$ cat src/rtl/dmi_req_arbiter.sv
// Shares the debug-module register bus between JTAG DMI pulses (J) and a core-side req/ack requester (S).
// Optional macro DMI_ARB_TIMEOUT_EN: WAIT timeout forcing an all-ones completion with j_err/s_err.
module dmi_req_arbiter #(
  parameter int ADDR_W  = 7,
  parameter int DATA_W  = 32,
  parameter int TIMEOUT = 255
) (
  input  logic              clk,
  input  logic              rst_n,
  input  logic              j_reg_en,
  input  logic              j_reg_wr_en,
  input  logic [ADDR_W-1:0] j_addr,
  input  logic [DATA_W-1:0] j_wdata,
  output logic [DATA_W-1:0] j_rdata,
  output logic              j_done,
  output logic              j_ovf,
  input  logic              j_ovf_clr,
  input  logic              s_req,
  input  logic              s_wr,
  input  logic [ADDR_W-1:0] s_addr,
  input  logic [DATA_W-1:0] s_wdata,
  output logic              s_ack,
  output logic [DATA_W-1:0] s_rdata,
  output logic              dm_en,
  output logic              dm_wr_en,
  output logic [ADDR_W-1:0] dm_addr,
  output logic [DATA_W-1:0] dm_wdata,
  input  logic [DATA_W-1:0] dm_rdata,
  input  logic              dm_ack,
  output logic              j_err,
  output logic              s_err,
  output logic [1:0]        dbg_state,
  output logic              dbg_j_pend
);

  // Handshakes: j_reg_en is a one-cycle pulse answered by a one-cycle j_done; s_req is a level held
  // with its payload until the one-cycle s_ack and dropped the cycle after; dm_en is a one-cycle
  // strobe answered by dm_ack no earlier than the next cycle, payload held until then.
  typedef enum logic [1:0] {
    ST_IDLE  = 2'd0,
    ST_ISSUE = 2'd1,
    ST_WAIT  = 2'd2
  } state_t;

  state_t            state_q, state_d;
  logic              j_pend_q, j_pend_d;
  logic              j_wr_pend_q, j_wr_pend_d;
  logic              j_ovf_q, j_ovf_d;
  logic              rr_q, rr_d;
  logic              gnt_s_q, gnt_s_d;
  logic              dm_wr_q, dm_wr_d;
  logic [ADDR_W-1:0] dm_addr_q, dm_addr_d;
  logic [DATA_W-1:0] dm_wdata_q, dm_wdata_d;
  logic [DATA_W-1:0] j_rdata_q, j_rdata_d;
  logic [DATA_W-1:0] s_rdata_q, s_rdata_d;
  logic              j_done_q, j_done_d;
  logic              s_ack_q, s_ack_d;
  logic              j_err_q, j_err_d;
  logic              s_err_q, s_err_d;

  logic              grant_j, grant_s, ovf_set;
  logic              s_req_vld, tmo_expire, done_now;
  logic [DATA_W-1:0] fin_rdata;

`ifdef DMI_ARB_TIMEOUT_EN
  localparam int TMO_W = ($clog2(TIMEOUT + 1) > 8) ? $clog2(TIMEOUT + 1) : 8;

  logic [TMO_W-1:0] tmo_cnt_q, tmo_cnt_d;

  always_comb begin
    tmo_cnt_d = '0;
    if (state_q == ST_WAIT) tmo_cnt_d = tmo_cnt_q + 1'b1;
  end

  always_ff @(posedge clk or negedge rst_n) begin
    if (!rst_n) tmo_cnt_q <= '0;
    else        tmo_cnt_q <= tmo_cnt_d;
  end

  // The count reaches TIMEOUT at the end of this cycle, so completion follows TIMEOUT WAIT cycles.
  assign tmo_expire = (state_q == ST_WAIT) && (tmo_cnt_q == TMO_W'(TIMEOUT - 1));
`else
  logic unused_timeout;
  assign unused_timeout = ^TIMEOUT;
  assign tmo_expire     = 1'b0;
`endif

  // s_req is still high during the s_ack cycle; it must not re-grant the finished request.
  assign s_req_vld = s_req && !s_ack_q;
  assign done_now  = (state_q == ST_WAIT) && (dm_ack || tmo_expire);
  assign fin_rdata = dm_ack ? dm_rdata : '1;

  always_comb begin
    state_d     = state_q;
    j_pend_d    = j_pend_q;
    j_wr_pend_d = j_wr_pend_q;
    j_ovf_d     = j_ovf_q;
    rr_d        = rr_q;
    gnt_s_d     = gnt_s_q;
    dm_wr_d     = dm_wr_q;
    dm_addr_d   = dm_addr_q;
    dm_wdata_d  = dm_wdata_q;
    j_rdata_d   = j_rdata_q;
    s_rdata_d   = s_rdata_q;
    j_done_d    = 1'b0;
    s_ack_d     = 1'b0;
    j_err_d     = 1'b0;
    s_err_d     = 1'b0;
    grant_j     = 1'b0;
    grant_s     = 1'b0;
    ovf_set     = 1'b0;

    case (state_q)
      ST_IDLE: begin
        // rr_q=1 means J was granted last, so S gets priority under contention.
        if (j_pend_q && (!s_req_vld || !rr_q)) grant_j = 1'b1;
        else if (s_req_vld)                     grant_s = 1'b1;
        if (grant_j) begin
          gnt_s_d    = 1'b0;
          dm_wr_d    = j_wr_pend_q;
          dm_addr_d  = j_addr;
          dm_wdata_d = j_wdata;
          state_d    = ST_ISSUE;
        end else if (grant_s) begin
          gnt_s_d    = 1'b1;
          dm_wr_d    = s_wr;
          dm_addr_d  = s_addr;
          dm_wdata_d = s_wdata;
          state_d    = ST_ISSUE;
        end
      end
      ST_ISSUE: state_d = ST_WAIT;
      ST_WAIT: begin
        if (done_now) begin
          if (gnt_s_q) begin
            s_rdata_d = fin_rdata;
            s_ack_d   = 1'b1;
            s_err_d   = !dm_ack;
          end else begin
            j_rdata_d = fin_rdata;
            j_done_d  = 1'b1;
            j_err_d   = !dm_ack;
          end
          rr_d    = !gnt_s_q;
          state_d = ST_IDLE;
        end
      end
      default: state_d = ST_IDLE;
    endcase

    if (grant_j) j_pend_d = 1'b0;
    if (j_reg_en) begin
      if (j_pend_q && !grant_j) begin
        ovf_set = 1'b1;
      end else begin
        j_pend_d    = 1'b1;
        j_wr_pend_d = j_reg_wr_en;
      end
    end
    if (j_ovf_clr) j_ovf_d = 1'b0;
    if (ovf_set)   j_ovf_d = 1'b1;
  end

  always_ff @(posedge clk or negedge rst_n) begin
    if (!rst_n) begin
      state_q     <= ST_IDLE;
      j_pend_q    <= 1'b0;
      j_wr_pend_q <= 1'b0;
      j_ovf_q     <= 1'b0;
      rr_q        <= 1'b0;
      gnt_s_q     <= 1'b0;
      dm_wr_q     <= 1'b0;
      dm_addr_q   <= '0;
      dm_wdata_q  <= '0;
      j_rdata_q   <= '0;
      s_rdata_q   <= '0;
      j_done_q    <= 1'b0;
      s_ack_q     <= 1'b0;
      j_err_q     <= 1'b0;
      s_err_q     <= 1'b0;
    end else begin
      state_q     <= state_d;
      j_pend_q    <= j_pend_d;
      j_wr_pend_q <= j_wr_pend_d;
      j_ovf_q     <= j_ovf_d;
      rr_q        <= rr_d;
      gnt_s_q     <= gnt_s_d;
      dm_wr_q     <= dm_wr_d;
      dm_addr_q   <= dm_addr_d;
      dm_wdata_q  <= dm_wdata_d;
      j_rdata_q   <= j_rdata_d;
      s_rdata_q   <= s_rdata_d;
      j_done_q    <= j_done_d;
      s_ack_q     <= s_ack_d;
      j_err_q     <= j_err_d;
      s_err_q     <= s_err_d;
    end
  end

  assign dm_en      = (state_q == ST_ISSUE);
  assign dm_wr_en   = dm_wr_q;
  assign dm_addr    = dm_addr_q;
  assign dm_wdata   = dm_wdata_q;
  assign j_rdata    = j_rdata_q;
  assign s_rdata    = s_rdata_q;
  assign j_done     = j_done_q;
  assign s_ack      = s_ack_q;
  assign j_ovf      = j_ovf_q;
  assign j_err      = j_err_q;
  assign s_err      = s_err_q;
  assign dbg_state  = state_q;
  assign dbg_j_pend = j_pend_q;

endmodule

$ cat config.mk
export PLATFORM = sky130hd
export DESIGN_NAME = dmi_req_arbiter
export DESIGN_NICKNAME = d
export VERILOG_FILES = /design/src/rtl/dmi_req_arbiter.sv
export SDC_FILE = /design/constraint.sdc
export NUM_CORES = 1
export LEC_CHECK = 0
export CAP_MARGIN = 5
export CORE_ASPECT_RATIO = 0.7
export CORE_MARGIN = 4
export CORE_UTILIZATION = 24
export DETAILED_ROUTE_END_ITERATION = 7
export SKIP_CTS_REPAIR_TIMING = 1
export SYNTH_ARGS = -nofsm -noshare
export SYNTH_HDL_FRONTEND = slang
export SYNTH_SLANG_ARGS = --single-unit
$ cat constraint.sdc
create_clock -name clk -period 1.8 [get_ports clk]
set_input_delay 0.36 -clock clk [delete_from_list [all_inputs] [get_ports clk]]
set_output_delay 0.36 -clock clk [all_outputs]
set_load 0.1 [all_outputs]
---- Yosys cells after proc, flatten, opt, wreduce, memory -nomap -nowiden ----
Cells that the tools add are included.
storage, ports and cells
  input bits .............................. 118
  output and inout port bits .............. 113
  register bits after elaboration ......... 115
  logic and storage cells ................. 79
cells by class
  equality and inequality tests ........... 4
  bitwise gates (word level) .............. 2
  reduce and logical (&&, ||, !) cells .... 20
  mux-type cells .......................... 38
operator list
  cell                                                                   count
  32-bit two-way mux                                                     3
  1-bit two-way mux                                                      29
  7-bit two-way mux                                                      2
  2-bit AND reduction                                                    4
  1-bit logical NOT                                                      6
  2-bit two-way mux                                                      3
  2-bit case mux with 3 select lines                                     1
  3-bit AND reduction                                                    2
  1-bit logical AND                                                      4
  2-bit nonzero test                                                     2
  3-bit != test, second input constant                                   1
  2-bit by 1-bit equality test with 1-bit output, second input constant  1
  2-bit equality test, second input constant                             1
  2-bit logical NOT                                                      1
  2-bit != test, second input constant                                   1
  1-bit inverter                                                         2
  1-bit logical OR                                                       1

---- Logic depth before layout (Yosys ltp) ----
Gate-level depths: netlist (run 1).
  word-level depth ........................ 13
  mapped depth ............................ 6
  gate-level depth less buffers ........... 3

---- Least setup slack after synthesis (run 1) ----
Ideal clock, no wire load.
  path type ............................... register to output
  start ................................... register state_q[0], in the netlist dbg_state[0]
  end ..................................... output port dm_en
  data required time ...................... 1440 ps
  cell stages (with the launch flop) ...... 2
  path buffers ............................ 0
  path slack .............................. -979 ps
  data arrival time ....................... 2419 ps
  cell sequence ........................... dfrtp_1 > nor2b_1
on the way
  longest elaborated chain between the ends .. 1
ends and longest elaborated chain
  item                                            RTL line  text
  start, declared                                 45        state_t state_q, state_d;
  start signal, assigned                          182       state_q <= state_d;
  2-bit by 1-bit equality test with 1-bit output  200       assign dm_en = (state_q == ST_ISSUE);
  end, declared                                   24        output logic dm_en,
No other way between the ends.

---- Final worst setup path (run 1) ----
  start ................................... register state_q[1], in the netlist dbg_state[1]
  end ..................................... output port dm_en
Same word-level chain as after synthesis.

==> run_results.csv, run 1 <==
group,metric,value,unit
status,status,"finished clean",
timing,period_share,0.914,
timing,finalSetupViolations,0,
floorplanning,start_util,0.245,
logic_synthesis,synth_edf_count,0,
timing,hold_ws,424,ps
setup_path,start_kind,"register",
floorplanning,die_h,133,um
global_routing,gr-total-overflow,0,
setup_path,cp_top_family,"flip-flops",
flow_run,maxCapViolCount,0,
finish,register_area,0.00288,mm^2
setup_path,required,1440,ps
finish,multiInputGateArea,0.00202,mm^2
timing,drv_slew,0,
global_routing,grt_pass1_wl,28.7,mm
floorplanning,ioPinCount,231,
floorplanning,core_area,0.0217,mm^2
logic_synthesis,synthCells,557,
floorplanning,rows,45,
global_routing,grt_pass1_vias,4920,
setup_path,timing.rr.start,"dbg_state[0]",
placement,hpwl,13.2,mm
placement,io_buffers,230,
drt,vias,4900,
setup_path,critPathBufInv,2,
clock_network,cts_root_buf,"clkbuf_16",
drt,wl,17.9,mm
drt,wl_per_cell,16.7,um
min_path,hold_path_class,"in2async",
clock_network,clock-sinks,115,
global_routing,grtUsageTotal,0.147,
finish,drive_gt1_frac,0.228,
finish,diodes,0,
setup_path,critical_path.max_fanout,6,
drt,drc,0,
timing,hold_violations,0,
finish,fillers,2015,
logic_synthesis,synth_flop_cell,"dfrtp_1",
setup_path,cp_cell_sequence,"buf_4 -> nor2b_4 -> buf_12",
setup_path,slowest_stage,"dfrtp_2",
finish,fin_nets,899,
logic_synthesis,ys_seq_area_frac,0.541,
setup_path,worst_setup_path_end_kind,"output port",
clock_network,clockBufferDepth,2,
logic_synthesis,syn-cell-area,0.00532,mm^2
floorplanning,dieArea,0.0246,mm^2
drt,drt_iter0_markers,243,
setup_path,setup.worst_path.start,"dbg_state[1]",
finish,final_common_cell,"buf_12",
timing,setup-tns-final,0,ps
logic_synthesis,avgSynthCellArea,9.54,um^2
timing,rsz0062_at_grt,"false",
timing,fmax,608,MHz
timing,skew,14.3,ps
drt,ant_nets,0,
finish,layout_common_cells,"buf_12, clkdlybuf4s50_1, dfrtp_1",
timing,min_period,1650,ps
drt,vias_per_cell,4.55,
logic_synthesis,ys_types,30,
global_routing,grt_max_degree,57,
placement,gp_congestion,0.775,
logic_synthesis,synthArstFlopShare,1.00,
clock_network,numCtsBuffers,17,
global_routing,antenna_found_initial,0,
floorplanning,die_x,186,um
clock_network,cts_tree,"done",
setup_path,crit_type,"reg2out",
clock_network,clock_latency,410,ps
clock_network,cts.reportedPaths.clkPinSlew,60,ps
setup_path,max_stage_delay,390,ps
clock_network,ctsHtreeMaxLevel,4,
logic_synthesis,synth_seq_cells,115,
finish,syn_to_final_growth,83.2,%
logic_synthesis,yosys_warnings,0,
drt,drtPass1Iterations,4,
setup_path,arrival,1290,ps
## metrics by stage
step                      std cells  setup WS (ps)  utilization  area [um^2]
final                          1076            154        0.448         9740
after global routing           1076           82.6        0.448         9740
after CTS                      1075            106        0.448         9730
after detailed placement       1043           36.1        0.423         9200
after global placement         1043           54.5        0.423         9200
after floorplan                 558            109            -         5330
## metal layers
| layer | wire length, um | vias to the layer above | track usage |
|---|---|---|---|
| met5 | 0 | - | 0 |
| met4 | 89 | 0 | 0.0291 |
| met3 | 1590 | 8 | 0.0596 |
| met2 | 7840 | 172 | 0.208 |
| met1 | 8400 | 2347 | 0.211 |
| li1 | - | 2373 | - |
## cells in the mapped netlist, types with 2 or more instances
cell        n  share of area
nor3_1      2         0.0019
nand3b_1    2         0.0028
inv_1      45          0.032
o21ai_1     2         0.0019
inv_2       2         0.0014
buf_2       7         0.0066
clkbuf_1   38          0.027
dfrtp_1   115           0.54
a22oi_1    40          0.056
nor2_1     32          0.023
o21ai_0    71          0.067
or2_1       2         0.0024
buf_1       2         0.0014
nor2b_1    33          0.039
a221oi_1   40          0.066
and2_1     40          0.047
nand2_1    33          0.023
buf_6       6          0.013
a21oi_1    34          0.032
## cell families (layout without fill, tap and decap cells)
logic type / after synthesis / in the layout / synth area share
buffers and inverters: 100 / 336 / 0.0807
other: 1 / 2 / 0.000706
AOI/OAI and AO/OA: 191 / 191 / 0.229
DFF: 115 / 115 / 0.541
and+or+nand+nor: 150 / 150 / 0.148
## area by class of cell
type / count / area share
inverters: 47 / 0.0181
flip-flops and latches: 115 / 0.296
clock buffers: 20 / 0.0459
repair buffers: 257 / 0.388
multi-input cells: 343 / 0.208
well taps: 282 / 0.0362
clock inverters: 12 / 0.00861
## path summary, 6_finish.rpt
path                                end  slack [ps]  cells after the start
max reg2reg                dm_wdata[16]         260                      4
min in group clk            dm_wdata[5]         520                      3
min                         s_rdata[14]         420                      2
max in group asynchronous   s_rdata[10]         760                      3
max                               dm_en         150                      3
min reg2reg                        rr_q         530                      2
## state kept, by name (all words and copies together) (netlist names)
| name | flops |
|---|---|
| dbg_j_pend | 1 |
| dbg_state | 2 |
| dm_addr | 7 |
| dm_wdata | 32 |
| dm_wr_en | 1 |
| gnt_s_q | 1 |
| j_done | 1 |
| j_err | 1 |
| j_ovf | 1 |
| j_rdata | 32 |
| j_wr_pend_q | 1 |
| rr_q | 1 |
| s_ack | 1 |
| s_err | 1 |
| s_rdata | 32 |
Power of run 1 is not shown: default switching activity piles up to over one toggle a cycle in this logic, so the estimate is an artifact.
==> inputs of run 2 (changes only) <==
REMOVE_ABC_BUFFERS = 1   (was default)
==> run 2 against run 1 <==
  * Global-route usage barely moved
  * Die area unchanged
  * Count of clock-buffer cells in the layout is 2 lower
  * Core utilization grew 0.31 points
  * Sequential cell count did not move
  * Design area up 0.68%
  * Critical path type unchanged
  * Highest routed layer unchanged
  * Critical path depth stayed put
  * Final cell count fell by 0.37%
  * Via count up 0.20%
  * Non-clock buffer count fell by 4
  * Worst setup slack lost 40 ps
==> run_results.csv, run 2 (synthesis results as in run 1) <==
group,metric,value,unit
setup_path,cp_cell_sequence,"buf_4 -> nor2b_2 -> buf_12",
finish,drive_gt1_frac,0.219,
drt,vias,4910,
timing,maxSlewHeadroom,0.657,
timing,min_period,1690,ps
drt,ant_nets,0,
timing,period_share,0.937,
drt,drt_iter0_markers,194,
finish,final_common_cell,"buf_12",
timing,rsz0062_at_grt,"false",
finish,syn_to_final_growth,84.5,%
clock_network,cts.reportedPaths.clkPinSlew,60,ps
setup_path,cp_top_family,"flip-flops",
timing,hold_violations,0,
finish,register_area,0.00288,mm^2
setup_path,timing.rr.start,"dbg_state[0]",
setup_path,slowest_stage,"dfrtp_1",
clock_network,clock-sinks,115,
drt,wl_per_cell,17.0,um
global_routing,grt_pass1_vias,4948,
floorplanning,start_util,0.245,
global_routing,grtUsageTotal,0.147,
finish,multiInputGateArea,0.00201,mm^2
finish,fin_util,0.451,
drt,drc,0,
clock_network,ctsHtreeMaxLevel,4,
clock_network,cts_tree,"done",
drt,vias_per_cell,4.58,
placement,gp_congestion,0.746,
status,status,"finished clean",
floorplanning,core_area,0.0217,mm^2
finish,fillers,2017,
floorplanning,ioPinCount,231,
setup_path,crit_type,"reg2out",
finish,fin_nets,895,
setup_path,critPathBufInv,2,
placement,hpwl,12.8,mm
clock_network,clock_latency,410,ps
global_routing,grt_pass1_wl,28.3,mm
global_routing,grt_max_degree,66,
floorplanning,die_h,133,um
drt,drtPass1Iterations,4,
drt,wl,18.2,mm
min_path,hold_path_class,"in2async",
timing,fin_ws,114,ps
timing,drv_slew,0,
setup_path,max_stage_delay,370,ps
clock_network,clockBufferDepth,2,
setup_path,start_kind,"register",
finish,layout_common_cells,"buf_12, clkdlybuf4s50_1, dfrtp_1",
finish,diodes,0,
clock_network,cts_root_buf,"clkbuf_16",
global_routing,gr-total-overflow,0,
setup_path,required,1440,ps
timing,worstMarginPinSlew,515,ps
setup_path,r2r_slack,210,ps
floorplanning,die_x,186,um
setup_path,setup.worst_path.start,"dbg_state[1]",
floorplanning,dieArea,0.0246,mm^2
timing,skew,14.2,ps
global_routing,antenna_found_initial,0,
setup_path,worst_setup_path_end_kind,"output port",
setup_path,arrival,1330,ps
clock_network,numCtsBuffers,17,
flow_run,maxCapViolCount,0,
timing,finalSetupViolations,0,
placement,pre_cts_ws,-45.1,ps
setup_path,critical_path.max_fanout,6,
placement,io_buffers,230,
floorplanning,rows,45,
timing,fmax,593,MHz
-- run 2: layout make-up --
type                    count  area share
multi-input cells         343       0.205
flip-flops and latches    115       0.294
clock inverters            14      0.0204
repair buffers            253       0.382
well taps                 282      0.0360
clock buffers              18      0.0448
inverters                  47      0.0180
-- run 2: per-layer routing --
metal	wire length [um]	track usage	part of all wire	vias up
li1	-	-	-	2360
met1	8330	0.202	0.46	2397
met2	8470	0.223	0.47	137
met3	1160	0.0445	0.064	16
met4	250	0.0433	0.014	0
met5	0	0	0	-
-- run 2: final timing paths --
check | end | depth (start not counted)
min in group clk | dm_addr[6] | 3
worst max-delay path | dm_en | 3
worst min register to register | s_rdata[18] | 2
max in group asynchronous | s_rdata[24] | 3
worst min-delay path | dbg_j_pend | 3
worst max register to register | dm_addr[3] | 4
-- run 2: worst register-to-register path, stage by stage, from the launching register on --
cell,delay [ps]
dfrtp_1,370
or2_1,420
buf_12,270
a221oi_1,290
a22oi_1,110
-- run 2: metrics by stage --
stage          area, um^2  setup TNS [ps]  hold WS [ps]  cells
2_1_floorplan        5070         -122330          64.4    505
3_3_place_gp         9150           -4.46           395   1039
3_5_place_dp         9150            -362           396   1039
4_1_cts              9790               0         -56.4   1071
5_1_grt              9800               0           514   1072
6_report             9800               0           489   1072
Power of run 2 is left out for the same reason.
==> inputs of run 3 (changes only) <==
PLACE_DENSITY = 0.5   (was default)
==> run 3 against run 2 <==
  * Maximum frequency fell by 1.6%
  * Final cell count did not move
  * Clock skew fell by 4.4 ps
  * Count of clock-buffer cells in the layout did not move
  * First-iteration DRC count rose by 29%
  * Worst hold slack got worse by 6.0 ps
  * Die area did not move
  * Worst setup slack got worse by 28 ps
  * Critical path type unchanged
  * Register-to-register slack improved by 30 ps
  * Non-clock buffer count did not move
  * Sequential cell count did not move
==> run_results.csv, run 3 (synthesis results as in run 1) <==
group,metric,value,unit
flow_run,maxCapViolCount,0,
floorplanning,die_h,133,um
setup_path,worst_setup_path_end_kind,"output port",
floorplanning,start_util,0.245,
setup_path,critical_path.max_fanout,33,
placement,dp.cells,1039,
timing,rsz0062_at_grt,"false",
drt,drt_iter0_markers,250,
finish,drive_gt1_frac,0.220,
placement,gp_congestion,0.744,
global_routing,grt_pass1_vias,5272,
setup_path,slowest_stage,"dfrtp_1",
setup_path,cp_cell_sequence,"buf_4 -> buf_12",
timing,hold_violations,0,
clock_network,cts.reportedPaths.clkPinSlew,60,ps
setup_path,arrival,1350,ps
floorplanning,die_x,186,um
clock_network,numCtsBuffers,17,
finish,layout_common_cells,"buf_12, clkdlybuf4s50_1, dfrtp_1",
setup_path,max_stage_delay,380,ps
finish,syn_to_final_growth,83.8,%
global_routing,antenna_found_initial,0,
setup_path,r2r_slack,240,ps
timing,fmax,583,MHz
finish,diodes,0,
setup_path,start_kind,"register",
clock_network,cts_tree,"done",
clock_network,clock_latency,410,ps
floorplanning,rows,45,
finish,final_common_cell,"buf_12",
floorplanning,dieArea,0.0246,mm^2
setup_path,crit_type,"reg2out",
drt,ant_nets,0,
floorplanning,core_area,0.0217,mm^2
floorplanning,ioPinCount,231,
timing,period_share,0.952,
global_routing,gr-total-overflow,0,
timing,finalSetupViolations,0,
drt,wl,18.3,mm
setup_path,required,1440,ps
timing,skew,9.79,ps
status,status,"finished clean",
clock_network,cts_root_buf,"clkbuf_16",
drt,drc,0,
clock_network,clockBufferDepth,2,
timing,min_period,1710,ps
timing,drv_slew,0,
drt,drtPass1Iterations,5,
clock_network,ctsHtreeMaxLevel,4,
finish,stdcell_count,1072,
global_routing,grtUsageTotal,0.147,
min_path,hold_path_class,"in2async",
clock_network,clock-sinks,115,
drt,vias,4980,
global_routing,grt_max_degree,70,
drt,wl_per_cell,17.1,um
finish,fin_nets,895,
drt,vias_per_cell,4.65,
placement,hpwl,13.2,mm
global_routing,grt_pass1_wl,29.0,mm
placement,io_buffers,230,
[run 3: cell count changes in the layout (fill, tap and decap cells not counted), sizes merged]
cell and change:
clkinv +3, inv -3
[run 3: final cells by class]
class,count,area (um^2)
flip-flops and latches,115,2880
repair buffers,253,3720
inverters,47,176
fillers,2000,12000
multi-input cells,343,2020
clock inverters,14,185
well taps,282,353
clock buffers,18,439
[run 3: metrics by stage]
step | hold slack (ps) | util | TNS [ps] | area [um^2] | setup WS (ps)
3_3_place_gp | 374 | 0.420 | -348 | 9130 | -29.3
3_5_place_dp | 376 | 0.420 | -1620 | 9130 | -87.1
5_1_grt | 513 | 0.449 | 0 | 9770 | 3.84
2_1_floorplan | 64.4 | - | -122330 | 5070 | -1240
6_report | 483 | 0.449 | 0 | 9770 | 86.1
4_1_cts | -63.9 | 0.449 | 0 | 9750 | 3.29
[run 3: worst max-delay path, delay by kind of cell, from the launching register on]
kind                   cells  cell delay, ps
buffers and inverters      2             550
DFF                        1             380
[run 3: metal layers]
layer,part of all wire,up-vias,track usage,wire (um)
met2,0.48,158,0.235,8700
met4,0.021,0,0.0494,393
met3,0.054,25,0.0374,980
met1,0.45,2429,0.194,8220
met5,0,-,0,0
li1,-,2368,-,-
[run 3: final timing paths]
path | startpoint | to | cells past startpoint
setup / recovery | dbg_j_pend | dbg_j_pend | 2
setup reg to reg | dbg_state[0] | dm_wdata[30] | 4
hold / removal | rst_n | s_rdata[3] | 3
hold reg to reg | rr_q | rr_q | 2
max in group asynchronous | rst_n | dm_wdata[3] | 3
min in group clk | s_addr[0] | dm_addr[0] | 3
Power of run 3 is left out for the same reason.
